--- src/rtl/tmr_prescaled.sv ---
// WIDTH-bit timer with power-of-two prescaler, internal or synchronised external source, free-run or period reload.
// Latency: 1 cycle from write to tmr_out, 3 clkout edges from an ext_clk transition to a count; no backpressure.
module tmr_prescaled #(
  parameter int WIDTH   = 8,
  parameter int PS_BITS = 3
) (
  input  logic               clkout,
  input  logic               rst,
  input  logic               en,
  input  logic               cs,
  input  logic               ext_clk,
  input  logic               se,
  input  logic               psa,
  input  logic [PS_BITS-1:0] ps,
  input  logic               mode,
  input  logic [WIDTH-1:0]   period,
  input  logic               tmr_wr_en,
  input  logic [WIDTH-1:0]   tmr_wr_data,
  output logic [WIDTH-1:0]   tmr_out,
  output logic               ovf_pulse
);

  localparam int PRE_W = 1 << PS_BITS;
  localparam logic [WIDTH-1:0] TMR_ONE = WIDTH'(1);
  localparam logic [PRE_W-1:0] PRE_ONE = PRE_W'(1);

  logic               s1, s2, prev;
  logic [PRE_W-1:0]   pre;
  logic [PRE_W-1:0]   pre_mask;
  logic [PS_BITS-1:0] ps_q;
  logic               psa_q;
  logic [1:0]         inhibit;
  logic               rise, fall, sel_edge, tick;
  logic               pre_full, pre_clr, inc, inc_ok, wrap;
  logic [WIDTH-1:0]   tmr_nxt;

  always_comb begin
    rise     = s2 & ~prev;
    fall     = ~s2 & prev;
    sel_edge = se ? fall : rise;
    tick     = en & (cs ? sel_edge : 1'b1);

    pre_mask = '0;
    for (int i = 0; i < PRE_W; i++) begin
      pre_mask[i] = (i <= int'(ps));
    end
    pre_full = ((pre & pre_mask) == pre_mask);
    inc      = tick & (psa | pre_full);
    pre_clr  = tmr_wr_en | (ps != ps_q) | (psa != psa_q);

    // A load owns the counter for its own cycle and the two that follow.
    inc_ok   = inc & ~tmr_wr_en & (inhibit == 2'd0);

    // Reaching period reloads; all-ones always wraps, which recovers tmr > period.
    wrap     = (tmr_out == '1) | (mode & (tmr_out == period));
    tmr_nxt  = wrap ? '0 : tmr_out + TMR_ONE;
  end

  always_ff @(posedge clkout or negedge rst) begin
    if (!rst) begin
      s1   <= 1'b0;
      s2   <= 1'b0;
      prev <= 1'b0;
    end else begin
      s1   <= ext_clk;
      s2   <= s1;
      prev <= s2;
    end
  end

  always_ff @(posedge clkout or negedge rst) begin
    if (!rst) begin
      pre   <= '0;
      ps_q  <= '0;
      psa_q <= 1'b0;
    end else begin
      ps_q  <= ps;
      psa_q <= psa;
      if (pre_clr || psa) begin
        pre <= '0;
      end else if (tick) begin
        pre <= pre + PRE_ONE;
      end
    end
  end

  always_ff @(posedge clkout or negedge rst) begin
    if (!rst) begin
      tmr_out   <= '0;
      ovf_pulse <= 1'b0;
      inhibit   <= 2'd0;
    end else if (tmr_wr_en) begin
      tmr_out   <= tmr_wr_data;
      ovf_pulse <= 1'b0;
      inhibit   <= 2'd2;
    end else begin
      ovf_pulse <= 1'b0;
      if (inhibit != 2'd0) begin
        inhibit <= inhibit - 2'd1;
      end
      if (inc_ok) begin
        tmr_out   <= tmr_nxt;
        ovf_pulse <= wrap;
      end
    end
  end

endmodule

--- config.mk ---
export PLATFORM = sky130hd
export DESIGN_NAME = tmr_prescaled
export DESIGN_NICKNAME = d
export VERILOG_FILES = /design/src/rtl/tmr_prescaled.sv
export SDC_FILE = /design/constraint.sdc
export NUM_CORES = 1
export LEC_CHECK = 0
export BUFFER_PORTS_ARGS = -buffer_cell sky130_fd_sc_hd__buf_2
export CAP_MARGIN = 10
export CORE_MARGIN = 2
export CORE_UTILIZATION = 52
export CTS_CLUSTER_SIZE = 12
export DETAILED_ROUTE_END_ITERATION = 10
export GPL_TIMING_DRIVEN = 0
export PLACE_DENSITY = 0.8
export SKIP_LAST_GASP = 1
export SLEW_MARGIN = 0
export SYNTH_ARGS = -nofsm -noshare
export SYNTH_HDL_FRONTEND = slang
export SYNTH_SLANG_ARGS = --single-unit
export TNS_END_PERCENT = 5
--- constraint.sdc ---
create_clock -name clkout -period 2.35 [get_ports clkout]
set_input_delay 0.47 -clock clkout [delete_from_list [all_inputs] [get_ports clkout]]
set_output_delay 0.47 -clock clkout [all_outputs]
set_load 0.05 [all_outputs]
==> reports/summary.txt <==
Final ANT Viol Nets - 0
Num CTS Buffers - 3
# Max-Cap Violations - 0
drt drc - 0
critical path cell sequence - or3b_1, nand3_1, nand3_1, or3_4, clkbuf_1, o21a_1, o31a_1
n_diodes - 0
top layer in use - met4
worst skew pair latency - 0.32 ns
share of the yosys chip area belonging to registers - 46.14%
Crit-path slowest cell - or3_4
Final Power - 0.9939 mW
share of the synthesized area in the top cell type - 46.14%
Rel. slew slack - 61.46%
met2 routed WL - 1538 µm
cts repair resizes - 0
Hold Vio Cnt, Final - 0
HPWL after DPL - 2184 µm
Clock Path Buffers - 2
CTS H-tree lvls - 1
fin crit share - 96.64%
root buffer cell - clkbuf_4
share of layout cells above drive strength 1 - 22.70%
CTS tree - built
DRT Wirelength - 2880 µm
gr ovfl total - 0
Final GP Congestion - 0.7929
Clk pin slew, worst setup/hold paths - 0.13 ns
PD cells - 595.5 nW/µm²
filler instances - 216
Synth Instances - 145
Starting DRT DRC Count - 33
Mapped Nets - 176
Nets - 217
Most common cell on crit path - nand3_1
CP max stage delay - 0.43 ns
CP max FO - 10
YS warnings - 0
Synth Register Bits - 26
Core ar. - 2522 µm²
average wire per standard cell - 13.40 µm
Row Count - 18
hold-fix buffer count after cts - 0
area grow syn2layout - 18.37%
outcome - finished, final reports clean
largest net degree at the start of global routing - 27
leakage - 0.7289 nW
peak supply drop - 0.0004340 V
die area - 3144 µm²
Synth area leaders - dfrtp_1, xnor2_1, nor2_1
number of synthesized flops with an enable pin - 0
Max Slew Vio Count - 0
Post-Syn Area - 1410 µm²
Post-CTS Setup Inserts - 0
Sink Count - 26
RSZ-0062 raised after global routing - yes
Required @ worst endpoint - 2.57 ns
Starting Density - 55.90%
Synth Flop Type - dfrtp_1
setup TNS - 0 ns
setup violators final - 0
syn avg cell area - 9.725 µm²
global-route wire length before repair - 4919 µm
Port Buffers - 36
Crit. End Element - flop
Slew @ Worst Pin - 0.5754 ns
met3 WL - 180 µm
biggest area consumer among synthesized cells - dfrtp_1
Hold WC Path Type - input pin to asynchronous set/reset pin
GRT Util Overall - 19.39%
initial antenna violation count - 0
DR vias/cell - 5.684
vias in the first global route - 1183
Synth async-reset ratio - 100.0%
Layout Skew - 0.001959 ns
I/O pin total - 37
f_max - 440.3 MHz
Final min period - 2.271 ns
die span in x - 56.08 µm
die height - 56.08 µm
register area - 650.6 µm²
post-layout util - 66.17%
critical path startpoint category - flop
TritonRoute pass-1 iters - 4
M1 wire length - 1124 µm
Worst EP arrival - 2.49 ns
Distinct cells, synth - 35
post-placement cell area - 1628 µm²
Vias - 1222
multi-input logic area - 726.9 µm²
design area - 1669 µm²
Critical Setup Path Class - flop to flop
-- logic make-up (layout without fill, tap and decap cells) --
logic type                 Yosys count  in the layout  share of synthesized area, %
AOI/OAI and AO/OA                   25             25                         11.80
xor gates and xnor gates            19             19                         11.80
adders and majority gates            3              3                         2.662
buffers and inverters               10             50                         2.662
DFF                                 26             26                         46.14
muxes                                1              1                        0.7099
and+or+nand+nor                     61             61                         24.22
-- final timing paths --
path | cells past startpoint | slack, ns | from | end
min in group clkout | 1 | 0.25 | ext_clk | s1
hold reg to reg | 0 | 0.36 | s1 | s2
hold / removal | 1 | 0.12 | rst | tmr_out[2]
max in group asynchronous | 1 | 1.86 | rst | tmr_out[7]
setup / recovery | 7 | 0.08 | prev | tmr_out[6]
setup reg to reg | 7 | 0.08 | prev | tmr_out[6]
-- metrics by stage --
stage                     worst slack, ns  hold slack (ns)  cells
after floorplan                   0.03507           0.1744    145
after global placement           -0.05418           0.3330    211
after detailed placement         -0.09162           0.3365    211
after CTS                         0.06827           0.1384    215
after global routing             -0.03234           0.1402    215
final                             0.07892           0.1221    215
-- layer usage --
| metal | vias up | global-route usage [%] |
|---|---|---|
| li1 | 605 | - |
| met3 | 5 | 3.488 |
| met2 | 42 | 37.31 |
| met5 | - | 0 |
| met4 | 0 | 5.102 |
| met1 | 570 | 21.58 |
-- flip-flops by register name, summed over array words and instances, names as in the netlist --
register and cells:
psa_q 1, prev 1, tmr_out 8, pre 8
s1 1, inhibit 2, s2 1, ovf_pulse 1
ps_q 3
-- Yosys cell counts (5+ instances only) --
cell	number
a31oi_1	5
nand2_1	7
and3_1	5
o21ai_0	6
xnor2_1	13
inv_1	5
nand3_1	8
nor2_1	15
xor2_1	6
dfrtp_1	26
-- area by class of cell --
cell class              instances  share of cell area, %
repair buffers                 36                  10.79
multi-input cells             109                  43.55
plain buffers                   4                 0.8996
clock buffers                   4                  2.174
inverters                       6                  1.349
well taps                      30                  2.249
flip-flops and latches         26                  38.98
-- power by group --
| group | switching, mW | internal (mW) |
|---|---|---|
| combinational | 0.158 | 0.102 |
| sequential | 0.0309 | 0.482 |
| clock | 0.126 | 0.0948 |
| total | 0.314 | 0.680 |
-- critical path: cells and delay by family (launching register included) --
family,cells,cell delay [ns]
compound gates,2,0.49
buf+inv,1,0.23
flops,1,0.40
simple gates,4,1.04
-- layout by cell type, fill, tap and decap left out, types with 2 or more instances in the layout --
cell type / netlist / final
buf_2: 0 / 36
dfrtp_1: 26 / 26
nor2_1: 15 / 15
xnor2_1: 13 / 13
nand3_1: 8 / 8
nand2_1: 7 / 7
o21ai_0: 6 / 6
xor2_1: 6 / 6
inv_1: 5 / 5
and3_1: 5 / 5
a31oi_1: 5 / 5
clkbuf_1: 4 / 4
nand2b_1: 4 / 4
a21oi_1: 4 / 4
nand4_1: 4 / 4
nor3_1: 4 / 3
ha_1: 3 / 3
clkbuf_4: 0 / 3
nand3b_1: 2 / 2
nor2b_1: 2 / 2
a311oi_1: 2 / 2
nand4b_1: 2 / 2
or4b_1: 2 / 2
a32oi_1: 2 / 2
a2bb2oi_1: 2 / 2
No activity file was read; power rests on OpenSTA's default activity.
